--- config.mk ---
export PLATFORM = sky130hd
export DESIGN_NAME = irq_ctrl
export DESIGN_NICKNAME = d
export VERILOG_FILES = /design/src/rtl/irq_ctrl.sv
export SDC_FILE = /design/constraint.sdc
export NUM_CORES = 1
export LEC_CHECK = 0
export BUFFER_PORTS_ARGS = -buffer_cell sky130_fd_sc_hd__buf_2
export CAP_MARGIN = 20
export CORE_AREA = 5 5 46 88
export CTS_CLUSTER_SIZE = 25
export DETAILED_ROUTE_END_ITERATION = 8
export DIE_AREA = 0 0 51 93
export GPL_ROUTABILITY_DRIVEN = 0
export GPL_TIMING_DRIVEN = 0
export PLACE_DENSITY_LB_ADDON = 0.05
export SYNTH_ARGS = -nofsm -noshare
export SYNTH_HDL_FRONTEND = slang
export SYNTH_SLANG_ARGS = --single-unit
--- constraint.sdc ---
create_clock -name clk -period 3.1 [get_ports clk]
set_input_delay 0.31 -clock clk [delete_from_list [all_inputs] [get_ports clk]]
set_output_delay 0.31 -clock clk [all_outputs]
set_load 0.01 [all_outputs]
--- src/rtl/irq_ctrl.sv ---
// Interrupt aggregator: pending/enable/mode registers, lowest-index priority, claim/complete FSM.
// Optional macro IRQ_CTRL_SYNC_EN adds a 2-flop synchroniser on every source line.
module irq_ctrl_src (
    input  logic clk,
    input  logic rst_n,
    input  logic src_irq,
    input  logic mode,
    input  logic clr,
    output logic pending
);
    logic src_s, src_q;

`ifdef IRQ_CTRL_SYNC_EN
    logic [1:0] sync;
    always_ff @(posedge clk or posedge rst_n) begin
        if (rst_n) sync <= '0;
        else       sync <= {sync[0], src_irq};
    end
    assign src_s = sync[1];
`else
    assign src_s = src_irq;
`endif

    // Edge mode: a new rising edge beats a same-cycle clear; level mode just follows the line.
    always_ff @(posedge clk or posedge rst_n) begin
        if (rst_n) begin
            src_q   <= 1'b0;
            pending <= 1'b0;
        end else begin
            src_q <= src_s;
            if (mode) pending <= (~src_q & src_s) | (pending & ~clr);
            else      pending <= src_s;
        end
    end
endmodule

module irq_ctrl #(
    parameter int NUM_SRC = 4
) (
    input  logic               clk,
    input  logic               rst_n,
    input  logic [3:0]         addr,
    input  logic               wr_en,
    input  logic               rd_en,
    input  logic [31:0]        wdata,
    output logic [31:0]        rdata,
    input  logic [NUM_SRC-1:0] src_irq,
    output logic               irq_out,
    output logic [3:0]         irq_id
);
    localparam logic [1:0] ST_IDLE    = 2'd0;
    localparam logic [1:0] ST_ASSERT  = 2'd1;
    localparam logic [1:0] ST_SERVICE = 2'd2;

    logic [NUM_SRC-1:0] pending, enable, mode, active, clr;
    logic [1:0]         state, next_state;
    logic [3:0]         claimed_id;
    logic [31:0]        claim_data;
    logic               wr_pend, wr_enab, wr_mode, claim_rd, claim_wr, claim_fire;
    logic               unused_wdata;

    assign unused_wdata = ^wdata;
    assign wr_pend    = wr_en && addr == 4'h0;
    assign wr_enab    = wr_en && addr == 4'h4;
    assign wr_mode    = wr_en && addr == 4'h8;
    assign claim_wr   = wr_en && addr == 4'hC;
    assign claim_rd   = rd_en && !wr_en && addr == 4'hC;
    assign active     = pending & enable;
    assign claim_fire = claim_rd && state == ST_ASSERT && |active;

    genvar i;
    generate
        for (i = 0; i < NUM_SRC; i++) begin : g_src
            assign clr[i] = (wr_pend & wdata[i]) | (claim_fire & (irq_id == 4'(i + 1)));
            irq_ctrl_src u_src (
                .clk     (clk),
                .rst_n   (rst_n),
                .src_irq (src_irq[i]),
                .mode    (mode[i]),
                .clr     (clr[i]),
                .pending (pending[i])
            );
        end
    endgenerate

    // Scan from the top so the lowest active index is the last one written.
    always_comb begin
        irq_id = 4'd0;
        for (int k = NUM_SRC - 1; k >= 0; k--)
            if (active[k]) irq_id = 4'(k + 1);
    end

    always_comb begin
        next_state = state;
        case (state)
            ST_IDLE:    if (|active) next_state = ST_ASSERT;
            ST_ASSERT:  if (!(|active)) next_state = ST_IDLE;
                        else if (claim_rd) next_state = ST_SERVICE;
            ST_SERVICE: if (claim_wr && wdata[3:0] == claimed_id) next_state = ST_IDLE;
            default:    next_state = ST_IDLE;
        endcase
    end

    always_comb begin
        claim_data = 32'd0;
        if (claim_fire)                claim_data = {1'b1, 27'd0, irq_id};
        else if (state == ST_SERVICE) claim_data = {28'd0, claimed_id};
    end

    always_ff @(posedge clk or posedge rst_n) begin
        if (rst_n) begin
            state      <= ST_IDLE;
            irq_out    <= 1'b0;
            claimed_id <= 4'd0;
            enable     <= '0;
            mode       <= '0;
            rdata      <= 32'd0;
        end else begin
            state   <= next_state;
            irq_out <= (next_state == ST_ASSERT);
            if (claim_fire) claimed_id <= irq_id;
            if (wr_enab)    enable <= wdata[NUM_SRC-1:0];
            if (wr_mode)    mode   <= wdata[NUM_SRC-1:0];
            if (rd_en && !wr_en) begin
                case (addr)
                    4'h0:    rdata <= 32'(pending);
                    4'h4:    rdata <= 32'(enable);
                    4'h8:    rdata <= 32'(mode);
                    4'hC:    rdata <= claim_data;
                    default: rdata <= 32'd0;
                endcase
            end
        end
    end
endmodule

Word-level counts from Yosys, hierarchy flattened
Cells that the tools add are included.

storage, ports and cells
  register bits after elaboration = 55
  bits in latches = 0
  bits in writable memories = 0
  ROM bits = 0
  input port bits = 44
  output and inout port bits = 37
  word-level logic and storage cells = 87
  memories = 0

cells by class
  add/subtract/negate cells = 0
  $mul = 0
  divide/modulo/power cells = 0
  $lt $le $gt $ge = 0
  equal/unequal tests = 11
  shifts and indexed selects = 0
  multiplexer cells = 16
  bitwise gates (word level) = 33
  reductions and logical operators = 13

operators with widths
  cell                number
  $pmux 32 s4         1
  $mux 32             1
  $and 1x1->1         16
  $mux 4              4
  $logic_and 1x1->1   9
  $eq 4x2->1 const B  2
  $eq 4x3->1 const B  2
  $eq 4x4->1 const B  2
  $mux 2              4
  $not 1->1           8
  $or 1x1->1          8
  $pmux 2 s3          1
  $and 4x4->4         1
  $eq 2x1->1 const B  2
  $eq 4x1->1 const B  1
  $eq 4x4->1          1
  $logic_not 4->1     1
  $mux 1              4
  $reduce_or 4->1     1
  $mux 3              1
  $eq 2x2->1 const B  1
  $logic_not 2->1     1
  $logic_not 1->1     1

Longest topological paths before layout
  word-level depth = 12
  mapped depth = 5
  gate-level depth less buffers = 4

Cells and area by module
From an unflattened synthesis, not the netlist that was laid out.

second synthesis, totals
  cells, all modules = 155
  area, all modules = 1586.5 um^2

by module, submodules not included
  module        times used  cells an instance  area an instance (um^2)  sequential area each (um^2)
  irq_ctrl      1           131                1281.2                   475.5
  irq_ctrl_src  4           6                  76.3                     50.0

Worst setup path before layout
Ideal clock, no wire load.

  path type = reg-to-reg
  from = register g_src[2].u_src.pending
  to = register g_src[3].u_src.pending
  library setup time = 0.121 ns
  data arrival time = 1.736 ns
  path slack = 1.243 ns
  cell stages (with the launch flop) = 5
  path buffers = 0
  period minus slack after synthesis = 1.857 ns
  path through = dfrtp_1 > a222oi_1 > nor2b_1 > nand3b_1 > a22o_1

on the way
  longest elaborated chain between the ends = 11

ends and longest elaborated chain
  element                 line  RTL
  from (decl)             9     output logic pending
  from (signal assigned)  31    if (mode) pending <= (~src_q & src_s) | (pending & ~clr);
  from (signal assigned)  32    else pending <= src_s;
  $and 4x4->4             68    assign active = pending & enable;
  $mux 4 (3 in series)    90    if (active[k]) irq_id = 4'(k + 1);
  named net irq_id[2]     49    output logic [3:0] irq_id
  $eq 4x3->1              74    assign clr[i] = (wr_pend & wdata[i]) | (claim_fire & (irq_id == 4'(i + 1)));
  $and 1x1->1             74
  $or 1x1->1              74
  $not 1->1               31
  $and 1x1->1             31
  $or 1x1->1              31
  $mux 1                  31
  to (signal assigned)    31
  to (signal assigned)    32
  to (decl)               9

The timed path passes the listed nets, and every way through them passes these cells.
A chain may end at the register's enable or synchronous reset.

Worst setup path in the final report
  from = register g_src[2].u_src.pending
  to = output irq_id[2]

on the way
  longest elaborated chain between the ends = 4

ends and longest elaborated chain
  element               line
  $and 4x4->4           68
  $mux 4 (3 in series)  90
  to (decl)             49

Every way passes these cells.

==> flow_summary.json <==
{
  "status": "complete, no violations",
  "cts_buffers": 3,
  "final_common_cell": "nand2_1",
  "max_cap_violations": 0,
  "synth-compound-area-share": 0.146,
  "rsz0062_at_grt": "no",
  "path_cells": "a222oi_1 > nor2b_1 > buf_2",
  "ys_types": 37,
  "vias_per_cell": 5.12,
  "initialDrtViolationCount": 57,
  "fp-row-count": 30,
  "die-area_sq_um": 4740,
  "p_per_area_nw_per_um2": 508,
  "drive_gt1_frac": 0.325,
  "synth-async-reset-ratio": 1.00,
  "crit_required_ns": 2.79,
  "htreeDepth": 1,
  "avgSynthCellArea_sq_um": 10.1,
  "grt_usage": 0.159,
  "antenna_found_initial": 0,
  "post-route-period-util": 0.747,
  "relSlewSlack": 0.365,
  "hpwl_um": 2940,
  "path_class": "reg -> out",
  "nNetsFinal": 254,
  "netlist_area_sq_um": 1530,
  "syn2layout_area_growth_pct": 22.4,
  "gr-total-overflow": 0,
  "min_period_ns": 2.31,
  "hold_class": "in -> reg",
  "max_freq_mhz": 432,
  "io_buffers": 24,
  "setup-tns-final_ns": 0,
  "ys_seq_elements": 27,
  "arrival_ns": 2.00,
  "die_y_um": 93,
  "via_count": 1233,
  "post_cts_buffers": 0,
  "clk_pin_slew_worst_paths_ns": 0.09,
  "power.internal_uw": 637,
  "synth_top_area_frac": 0.440,
  "synth_edf_count": 0,
  "cts_root_buf": "clkbuf_8",
  "crit_path_top_delay_cell": "a222oi_1",
  "synthAdderAreaFrac": 0,
  "initial_core_util": 0.459,
  "dr.pass1.iters": 4,
  "fin_skew_ns": 0.00417,
  "wl_per_cell_um": 15.2,
  "clock-sinks": 27,
  "yosysSeqAreaShare": 0.440,
  "route.detailed.drc": 0,
  "switchingPower_uw": 317,
  "synth-xor-area-share": 0.0171,
  "num_io_pins": 81,
  "synth-simple-area-share": 0.157,
  "die_w_um": 51,
  "cts_tree": "yes",
  "clockPowerShare": 0.211,
  "layout_common_cells": "nand2_1, buf_4, conb_1, dfrtp_1, buf_2",
  "holdCritStartpoint": "src_irq[0]",
  "setup_viol": 0,
  "synth_area_leaders": "dfrtp_1, buf_4, nand2_1",
  "start_kind": "flop",
  "r2r_end": "g_src[3].u_src.pending",
  "grt_max_degree": 28,
  "detail-route-antenna-nets": 0,
  "r2r_slack_ns": 0.95,
  "stdcell_count": 241,
  "core_area_sq_um": 3340,
  "seq_power_share": 0.507,
  "synth_top_family_by_area": "simple AND/OR/NAND/NOR gates",
  "diodes": 0,
  "synth_cells": 152,
  "synthMuxAreaShare": 0.0848,
  "hold_depth": 1,
  "setup.worst_path.end_class": "primary output",
  "placed_cells": 235,
  "peakVddDrop_uv": 381,
  "p_sw_frac": 0.332,
  "yosys.area.top_type": "dfrtp_1",
  "tightest_slew_ns": 0.953,
  "grt_pass1_vias": 1227,
  "ys.flop_type": "dfrtp_1",
  "postRouteWirelength_um": 3660,
  "p_leak_nw": 0.959,
  "cpPeakStageDelay_ns": 0.87,
  "clock_latency_ns": 0.27,
  "slew_violations": 0,
  "fin_hold_ws_ns": 0.147,
  "max-clock-path-buffers": 2,
  "hold_viol_final": 0,
  "yosys_warnings": 0,
  "grt_pass1_wl_um": 5760,
  "reg2reg_from": "g_src[2].u_src.pending",
  "holdPathEnd": "g_src[0].u_src.src_q",
  "reg2reg_depth": 4,
  "combPwrFrac": 0.282,
  "crit_fanout": 5,
  "total_power_uw": 955
}
-- power groups by stage --
stage | registers [mW] | logic [mW] | clock network [mW]
after floorplan | 0.476 | 0.189 | 0
after global placement | 0.485 | 0.254 | 0
after detailed placement | 0.488 | 0.261 | 0
after CTS | 0.481 | 0.263 | 0.204
after global routing | 0.491 | 0.295 | 0.215
final | 0.484 | 0.269 | 0.202
-- critical path: cells and delay by family, from the launching register on --
| family | cells | cell delay [ns] |
|---|---|---|
| AND/OR/NAND/NOR | 1 | 0.25 |
| flip-flops | 1 | 0.45 |
| AO/OA/AOI/OAI | 1 | 0.87 |
| buffers and inverters | 1 | 0.15 |
-- registers in the layout (all words and copies together), names as in the netlist --
register             cells
rdata                    5
enable                   4
mode                     4
irq_out                  1
state                    2
claimed_id               3
g_src.u_src.pending      4
g_src.u_src.src_q        4
-- worst max path at each step --
stage / startpoint / end / slack [ns] / depth (start not counted)
3_5_place_dp: g_src[2].u_src.pending / g_src[3].u_src.pending / 1.00 / 4
6_report: g_src[2].u_src.pending / irq_id[2] / 0.79 / 3
3_3_place_gp: addr[1] / g_src[2].u_src.pending / 1.02 / 6
4_1_cts: g_src[2].u_src.pending / irq_id[2] / 0.80 / 3
5_1_grt: g_src[2].u_src.pending / irq_id[2] / 0.69 / 3
2_1_floorplan: g_src[2].u_src.pending / g_src[3].u_src.pending / 1.24 / 4
-- cell families after synthesis --
family                 Yosys count
buffers and inverters           32
flip-flops                      27
AO/OA/AOI/OAI                   27
AND/OR/NAND/NOR                 50
other                            1
multiplexers                    12
XOR/XNOR                         3
-- cell usage after synthesis (2+ instances only) --
library cell	number
nand2_1	29
buf_4	28
dfrtp_1	27
mux2_2	8
a21oi_1	6
nor2_1	5
a22o_1	4
mux2i_1	4
a211oi_1	3
nand3_1	3
nor2b_1	3
a221oi_1	2
clkbuf_1	2
nand2b_1	2
nand3b_1	2
nor3b_1	2
xnor2_1	2
-- cell type report --
type,count,area [sq um]
inverter,1,3.75
fill,314,1460
buffer,31,229
sequential,27,676
timing repair buffer,26,158
multi-input combinational,120,727
clock buffer,4,45.0
tap,32,40.0
-- metrics by stage --
step,util,setup slack [ns],area (sq um)
floorplan,-,1.24,1640
global placement,0.537,1.02,1800
detailed placement,0.537,1.00,1800
CTS,0.551,0.802,1840
global route,0.562,0.687,1880
finish,0.562,0.785,1880
-- routing by layer --
metal | global-route usage | vias to the layer above | part of all wire
li1 | - | 596 | -
met1 | 0.152 | 591 | 0.34
met2 | 0.308 | 37 | 0.58
met3 | 0.0207 | 9 | 0.046
met4 | 0.0854 | 0 | 0.025
met5 | 0 | - | 0
-- timing repair --
item | CTS | global route
endpoints found under the hold margin | 0 | 3
resized for setup | 0 | 0
hold buffers | 0 | 1
Power figures use the tool's default switching activity.
